`src/rtl/dmem_ctrl_pkg.sv`:
```
// Shared definitions for the data-memory access sequencer.
//   - dmem_state_e : 3-bit encoding of the five sequencer states
//   - DMEM_ADDR_W / DMEM_DATA_W : default address and data widths
//   - MEM_LAT_MIN / MEM_LAT_MAX : legal range of the memory read latency
//   - lat_cnt_load() : value loaded into the latency counter on a read launch
package dmem_ctrl_pkg;

    localparam int DMEM_ADDR_W = 32;
    localparam int DMEM_DATA_W = 32;

    localparam int MEM_LAT_MIN = 1;
    localparam int MEM_LAT_MAX = 4;
    // Wide enough to hold MEM_LAT_MAX-1.
    localparam int LAT_CNT_W   = 2;

    typedef enum logic [2:0] {
        ST_IDLE      = 3'd0,
        ST_WAIT_EDGE = 3'd1,
        ST_ACCESS    = 3'd2,
        ST_WAIT_DATA = 3'd3,
        ST_RESP      = 3'd4
    } dmem_state_e;

    // The counter runs MEM_LAT-1 .. 0, so WAIT_DATA lasts MEM_LAT cycles.
    function automatic logic [LAT_CNT_W-1:0] lat_cnt_load(input int mem_lat);
        return LAT_CNT_W'(mem_lat - 1);
    endfunction

endpackage

```
`src/rtl/phase_edge_det.sv`:
```
// Rising-edge detector for a divided clock phase sampled on the system clock.
// Ports:
//   clk        : system clock
//   reset      : synchronous active-high reset (clears the history flop)
//   phase_in   : divided phase level
//   phase_rise : combinational pulse, high in the cycle phase_in is 1 and
//                was 0 on the previous clock
module phase_edge_det (
    input  logic clk,
    input  logic reset,
    input  logic phase_in,
    output logic phase_rise
);

    logic phase_q;
    logic phase_d;

    always_comb begin
        phase_d = phase_in;
    end

    always_ff @(posedge clk) begin
        if (reset) begin
            phase_q <= 1'b0;
        end else begin
            phase_q <= phase_d;
        end
    end

    assign phase_rise = phase_in & ~phase_q;

endmodule

```
`src/rtl/dmem_access_ctrl.sv`:
```
// Data-memory access sequencer between the MEM-stage request and a
// synchronous data memory. Each access is launched on a rising edge of the
// divided memory phase; the pipeline is stalled until the access completes.
// Ports:
//   clk, reset            : system clock, synchronous active-high reset
//   dmem_phase            : divided memory phase (level)
//   mem_read, mem_write   : MEM-stage load / store request (write wins)
//   addr, wdata           : request address / store data, held while stall=1
//   stall                 : freeze pipeline
//   done                  : one-cycle completion pulse
//   rdata                 : load result, held until the next load completes
//   mem_en, mem_we        : memory strobes, decoded from state only
//   mem_addr, mem_wdata   : memory address / write data, hold between accesses
//   mem_rdata             : memory read data, valid MEM_LAT cycles after mem_en
//   misalign              : (DMEM_ALIGN_CHECK_EN only) flags a rejected access
// Optional feature macro: DMEM_ALIGN_CHECK_EN -- requests with addr[1:0]!=0
// complete immediately with misalign=1 and never touch memory.
// MEM_LAT must lie in MEM_LAT_MIN..MEM_LAT_MAX.
module dmem_access_ctrl
    import dmem_ctrl_pkg::*;
#(
    parameter int ADDR_W  = DMEM_ADDR_W,
    parameter int DATA_W  = DMEM_DATA_W,
    parameter int MEM_LAT = 1
) (
    input  logic              clk,
    input  logic              reset,
    input  logic              dmem_phase,
    input  logic              mem_read,
    input  logic              mem_write,
    input  logic [ADDR_W-1:0] addr,
    input  logic [DATA_W-1:0] wdata,
    output logic              stall,
    output logic              done,
    output logic [DATA_W-1:0] rdata,
    output logic              mem_en,
    output logic              mem_we,
    output logic [ADDR_W-1:0] mem_addr,
    output logic [DATA_W-1:0] mem_wdata,
    input  logic [DATA_W-1:0] mem_rdata
`ifdef DMEM_ALIGN_CHECK_EN
    ,
    output logic              misalign
`endif
);

    localparam logic [LAT_CNT_W-1:0] LAT_INIT = lat_cnt_load(MEM_LAT);

    dmem_state_e            state_q, state_d;
    logic                   op_write_q, op_write_d;
    logic [ADDR_W-1:0]      addr_q, addr_d;
    logic [DATA_W-1:0]      wdata_q, wdata_d;
    logic [LAT_CNT_W-1:0]   lat_cnt_q, lat_cnt_d;
    logic [DATA_W-1:0]      rdata_q, rdata_d;
    logic [ADDR_W-1:0]      mem_addr_q, mem_addr_d;
    logic [DATA_W-1:0]      mem_wdata_q, mem_wdata_d;
    logic                   phase_rise;
    logic                   req;

`ifdef DMEM_ALIGN_CHECK_EN
    logic                   misalign_q, misalign_d;
`endif

    phase_edge_det u_phase_edge_det (
        .clk        (clk),
        .reset      (reset),
        .phase_in   (dmem_phase),
        .phase_rise (phase_rise)
    );

    assign req = mem_read | mem_write;

    always_comb begin
        state_d     = state_q;
        op_write_d  = op_write_q;
        addr_d      = addr_q;
        wdata_d     = wdata_q;
        lat_cnt_d   = lat_cnt_q;
        rdata_d     = rdata_q;
        mem_addr_d  = mem_addr_q;
        mem_wdata_d = mem_wdata_q;
`ifdef DMEM_ALIGN_CHECK_EN
        misalign_d  = 1'b0;
`endif
        case (state_q)
            ST_IDLE: begin
                // phase_rise is deliberately ignored here: an edge coinciding
                // with the request is missed and the access waits for the next.
                if (req) begin
                    op_write_d = mem_write;
                    addr_d     = addr;
                    wdata_d    = wdata;
                    state_d    = ST_WAIT_EDGE;
`ifdef DMEM_ALIGN_CHECK_EN
                    if (addr[1:0] != 2'b00) begin
                        state_d    = ST_RESP;
                        misalign_d = 1'b1;
                    end
`endif
                end
            end
            ST_WAIT_EDGE: begin
                if (phase_rise) begin
                    // Load the memory-side registers on entry so they equal
                    // the latched request during ACCESS and hold afterwards.
                    mem_addr_d  = addr_q;
                    mem_wdata_d = wdata_q;
                    state_d     = ST_ACCESS;
                end
            end
            ST_ACCESS: begin
                if (op_write_q) begin
                    state_d = ST_RESP;
                end else begin
                    lat_cnt_d = LAT_INIT;
                    state_d   = ST_WAIT_DATA;
                end
            end
            ST_WAIT_DATA: begin
                if (lat_cnt_q == '0) begin
                    rdata_d = mem_rdata;
                    state_d = ST_RESP;
                end else begin
                    lat_cnt_d = lat_cnt_q - LAT_CNT_W'(1);
                end
            end
            ST_RESP: begin
                state_d = ST_IDLE;
            end
            default: begin
                state_d = ST_IDLE;
            end
        endcase
    end

    always_ff @(posedge clk) begin
        if (reset) begin
            state_q     <= ST_IDLE;
            op_write_q  <= 1'b0;
            addr_q      <= '0;
            wdata_q     <= '0;
            lat_cnt_q   <= '0;
            rdata_q     <= '0;
            mem_addr_q  <= '0;
            mem_wdata_q <= '0;
`ifdef DMEM_ALIGN_CHECK_EN
            misalign_q  <= 1'b0;
`endif
        end else begin
            state_q     <= state_d;
            op_write_q  <= op_write_d;
            addr_q      <= addr_d;
            wdata_q     <= wdata_d;
            lat_cnt_q   <= lat_cnt_d;
            rdata_q     <= rdata_d;
            mem_addr_q  <= mem_addr_d;
            mem_wdata_q <= mem_wdata_d;
`ifdef DMEM_ALIGN_CHECK_EN
            misalign_q  <= misalign_d;
`endif
        end
    end

    // Memory strobes depend only on registered state, never on CPU inputs.
    assign mem_en    = (state_q == ST_ACCESS);
    assign mem_we    = (state_q == ST_ACCESS) & op_write_q;
    assign mem_addr  = mem_addr_q;
    assign mem_wdata = mem_wdata_q;

    assign done  = (state_q == ST_RESP);
    assign rdata = rdata_q;
    assign stall = ((state_q == ST_IDLE) & req)
                 | (state_q == ST_WAIT_EDGE)
                 | (state_q == ST_ACCESS)
                 | (state_q == ST_WAIT_DATA);

`ifdef DMEM_ALIGN_CHECK_EN
    assign misalign = misalign_q;
`endif

endmodule

```
`config.mk`:
```
export PLATFORM = sky130hd
export DESIGN_NAME = dmem_access_ctrl
export DESIGN_NICKNAME = d
export VERILOG_FILES = /design/src/rtl/dmem_ctrl_pkg.sv /design/src/rtl/phase_edge_det.sv /design/src/rtl/dmem_access_ctrl.sv
export SDC_FILE = /design/constraint.sdc
export NUM_CORES = 1
export LEC_CHECK = 0
export ABC_CLOCK_PERIOD_IN_PS = 3880
export CORE_MARGIN = 1
export CORE_UTILIZATION = 40
export DETAILED_ROUTE_END_ITERATION = 7
export HOLD_SLACK_MARGIN = 0.02
export PLACE_DENSITY_LB_ADDON = 0.05
export SLEW_MARGIN = 20
export SYNTH_ARGS = -nofsm -noshare
export SYNTH_HDL_FRONTEND = slang
export SYNTH_HIERARCHICAL = 1
export SYNTH_SLANG_ARGS = --single-unit
```
`constraint.sdc`:
```
create_clock -name clk -period 3.88 [get_ports clk]
set_clock_uncertainty 0.15 [all_clocks]
set_input_delay 0.776 -clock clk [delete_from_list [all_inputs] [get_ports clk]]
set_output_delay 0.776 -clock clk [all_outputs]
set_load 0.02 [all_outputs]
```
After elaboration in Yosys (flattened, before gate mapping) --
Cells that the tools add are included.
Storage, ports and cells: register bits 167, bits of input ports 101, logic and storage cells 43
Cells by class: add/sub/neg operators 1, eq/ne operators 9, mux-type cells 8, bitwise operators 8, reduce and logical (&&, ||, !) cells 8
Operators with widths (number):
- $mux 3 | 4
- $pmux 3 s4 | 1
- $ne 2x2->1 const B | 5
- $eq 3x2->1 const B | 2
- $reduce_and 2->1 | 3
- $reduce_and 3->1 | 2
- $mux 2 | 2
- $or 1x1->1 | 4
- $pmux 2 s2 | 1
- $and 1x1->1 | 3
- $eq 3x1->1 const B | 1
- $eq 3x3->1 const B | 1
- $logic_not 3->1 | 1
- $logic_not 2->1 | 1
- $reduce_bool 2->1 | 1
- $sub 2x1->2 const B | 1
- $not 1->1 | 1

Depth between registers and ports, before layout --
depth in word-level cells 5, mapped depth 7, gate-level depth less buffers 5

Cells and area by module --
Netlist, hierarchy kept.
Modules (own cells, without submodules):
- dmem_access_ctrl | times used 1, cells an instance 734, area an instance 6603.8 µm²
- phase_edge_det | times used 1, cells an instance 3, area an instance 47.5 µm²

Worst setup path before layout --
OpenSTA, ideal clock, no wires.
kind input -> output, start input port mem_write, end output port stall, arrival 1.227 ns, data required time 2.954 ns, path slack 1.727 ns, stages 2, buffers on the path 0, cells stage by stage nor4_1 nor2_1
Between the ends: word-level cells in the longest chain between the ends 5
Ends and longest elaborated chain:
- from (decl) | RTL line dmem_access_ctrl.sv:30 | input logic mem_write,
- $or 1x1->1 | RTL line dmem_access_ctrl.sv:71 | assign req = mem_read | mem_write;
- $and 1x1->1 | RTL line dmem_access_ctrl.sv:172 | assign stall = ((state_q == ST_IDLE) & req)
- $or 1x1->1 | RTL line dmem_access_ctrl.sv:173 | | (state_q == ST_WAIT_EDGE)
- $or 1x1->1 | RTL line dmem_access_ctrl.sv:174 | | (state_q == ST_ACCESS)
- $or 1x1->1 | RTL line dmem_access_ctrl.sv:175 | | (state_q == ST_WAIT_DATA);
- to (decl) | RTL line dmem_access_ctrl.sv:33 | output logic stall,
Every way passes these cells.

Final worst setup path --
Same ends and word-level chain as after synthesis.

==> run metrics <==
status=complete, no violations; Synth async-reset ratio=0%; Netlist cell types=32; utilization after layout=57.6%; initial DRC count=267; Total GRT Usage=17.9%; vias in the first global route=4815; Synth Cell Area=6650 sq um; Ys Warns=6; flops & latches, synth=167; area delta synth->final=39.2%; initial antenna violation count=0; worst hold-check path type=register to register; DRT Pass-1 Iters=4; fin crit period=3190 ps; post-route setup slack=688 ps; Setup crit start kind=input pin; antenna cells=0; Num CTS Buffers=17; MaxCap Viol Count=0; dpl hpwl=10100 um; RePlAce Congestion=0.733; combinational fraction of design power=12.1%; most frequent cells in the layout=199 x clkdlybuf4s50_1, 193 x nand2_1, 167 x dfxtp_1, 128 x nand2b_1, 101 x a21oi_1; IO Pins=201; syn_area_per_cell=9.02 sq um; Final TNS setup=0 ps; EDFF count, synth=0; Pleak=3.31 nW; Die Area=17100 sq um; Mapped Cells=737; hold buffer count at cts=0; reg2reg setup slack=1720 ps; endpoint type of the worst setup path=output port; via-per-instance ratio=4.59; Port Buffer Count=200; pre-CTS setup slack=681 ps; RR Endpoint=addr_q[5]; Worst-path clk slew=60 ps; R2R cell count=4; Routed WL=15200 um; Die Wd=131 um; critical-path maximum fanout=3; critical path class=input pin to output port; # H-tree levels=4; Switching Share=23.4%; largest net degree at the start of global routing=152; Mapped Nets=839; worst-skew pair later-pin latency=420 ps; Slew Limit Fails=0; share of cells above drive strength 1=5.32%; CTS root buffer=clkbuf_16; f_max=313 MHz; routed len/inst=13.3 um; Most used DFF post-synth=dfxtp_1; Hold Vio Cnt, Final=0; Worst EP required=2950 ps; Routed Antenna Nets=0; crit path capture=stall; number of core rows=46; worst setup path start=mem_write; via count=5222; clock power share=42.2%; Seq pwr share=45.7%; total global routing overflow=0; setup repair bufs after CTS=0; post-route clock period utilization=82.3%; Worst Path Arrival=2270 ps; first-pass GRT wire length=23700 um; unrepaired setup endpoints after global routing=no; DIE HEIGHT=131 um; final setup fails=0; VDD IR max=0.331 mV; TritonCTS clock tree=built; switching power=0.954 mW; initial core utilization=41.4%; Core Region=16100 sq um; actual slew at the worst max-slew pin=924 ps; PD cells=440 nW/um^2; P_int=3.12 mW; clk sinks=167; Post-CTS Resized=0; Clock Tree Buf Depth=2; worst r2r src=state_q[1]; sequential fraction of the synthesis area=50.3%; nets@finish=1010; most common cell after layout, fill and taps aside=clkdlybuf4s50_1; Max-Slew Margin vs Limit=38.4%; # DRC=0
==> metal layers <==
| metal | track usage (%) | wire [um] | up-vias |
|---|---|---|---|
| met1 | 21.9 | 6840 | 2351 |
| met3 | 5.74 | 1040 | 11 |
| met5 | 0 | 0 | - |
| met4 | 6.76 | 191 | 0 |
| li1 | - | - | 2713 |
| met2 | 29.4 | 7090 | 147 |
==> through the flow <==
stage,instances,cell area [sq um],hold WS [ps],power (mW)
finish,1137,9260,303,4.07
global route,1137,9260,315,4.25
CTS,1137,9260,302,4.12
detailed placement,1105,8650,293,2.40
global placement,1105,8650,287,2.38
floorplan,737,6650,282,2.22
==> worst min path at each step <==
stage,startpoint,endpoint,slack (ps),cells past startpoint
3_5_place_dp,addr_q[31],mem_addr[31],290,2
4_1_cts,wdata_q[3],mem_wdata[3],300,2
2_1_floorplan,addr_q[31],mem_addr[31],280,2
3_3_place_gp,addr_q[0],mem_addr[0],290,2
5_1_grt,wdata_q[4],mem_wdata[4],320,2
6_report,rdata[27],rdata[27],300,2
==> area by class of cell <==
cell class,instances,area (sq um)
Sequential cell,167,3340
Clock buffer,21,460
Tap cell,216,270
Fill cell,1361,6800
Timing Repair Buffer,208,2100
Inverter,2,7.51
Multi-Input combinational cell,512,2930
Clock inverter,11,149
==> flip-flops by register name, summed over array words and instances, names as in the netlist <==
signal and flops:
state_q 3, u_phase_edge_det/phase_q 1, mem_addr 32, op_write_q 1, wdata_q 32, rdata 32, lat_cnt_q 2, addr_q 32
mem_wdata 32
==> kinds of logic (layout without fill, tap and decap cells) <==
kind of cell | Yosys count | after routing | synth area share, %
multiplexers | 66 | 66 | 9.95
AND/OR/NAND/NOR | 340 | 340 | 25.5
flip-flops | 167 | 167 | 50.3
AO/OA/AOI/OAI | 105 | 105 | 8.03
adder cells (fa/ha/maj) | 1 | 1 | 0.188
buffers and inverters | 58 | 242 | 6.09
==> power groups by stage <==
stage	clock network [mW]	logic (mW)	registers, mW
4_1_cts	1.76	0.498	1.86
5_1_grt	1.85	0.535	1.87
6_report	1.72	0.491	1.86
3_3_place_gp	0	0.489	1.90
3_5_place_dp	0	0.496	1.90
2_1_floorplan	0	0.311	1.91
==> critical path, cell delays in order <==
cell and delay, ps:
clkdlybuf4s50_1 460, nor4_1 410, nor2_1 80, clkdlybuf4s50_1 540
==> synthesized netlist by cell type, drive strengths merged (2+ instances only) <==
cell type / count / area [sq um]
a21oi: 101 / 505
buf: 26 / 285
clkbuf: 30 / 113
dfxtp: 167 / 3340
inv: 2 / 7.51
mux2i: 65 / 651
nand2: 193 / 724
nand2b: 129 / 815
nor2: 2 / 7.51
nor2b: 2 / 27.5
nor3: 3 / 20.0
o21ai: 2 / 10.0
or4b: 2 / 20.0
No activity file was read; power rests on OpenSTA's default activity.
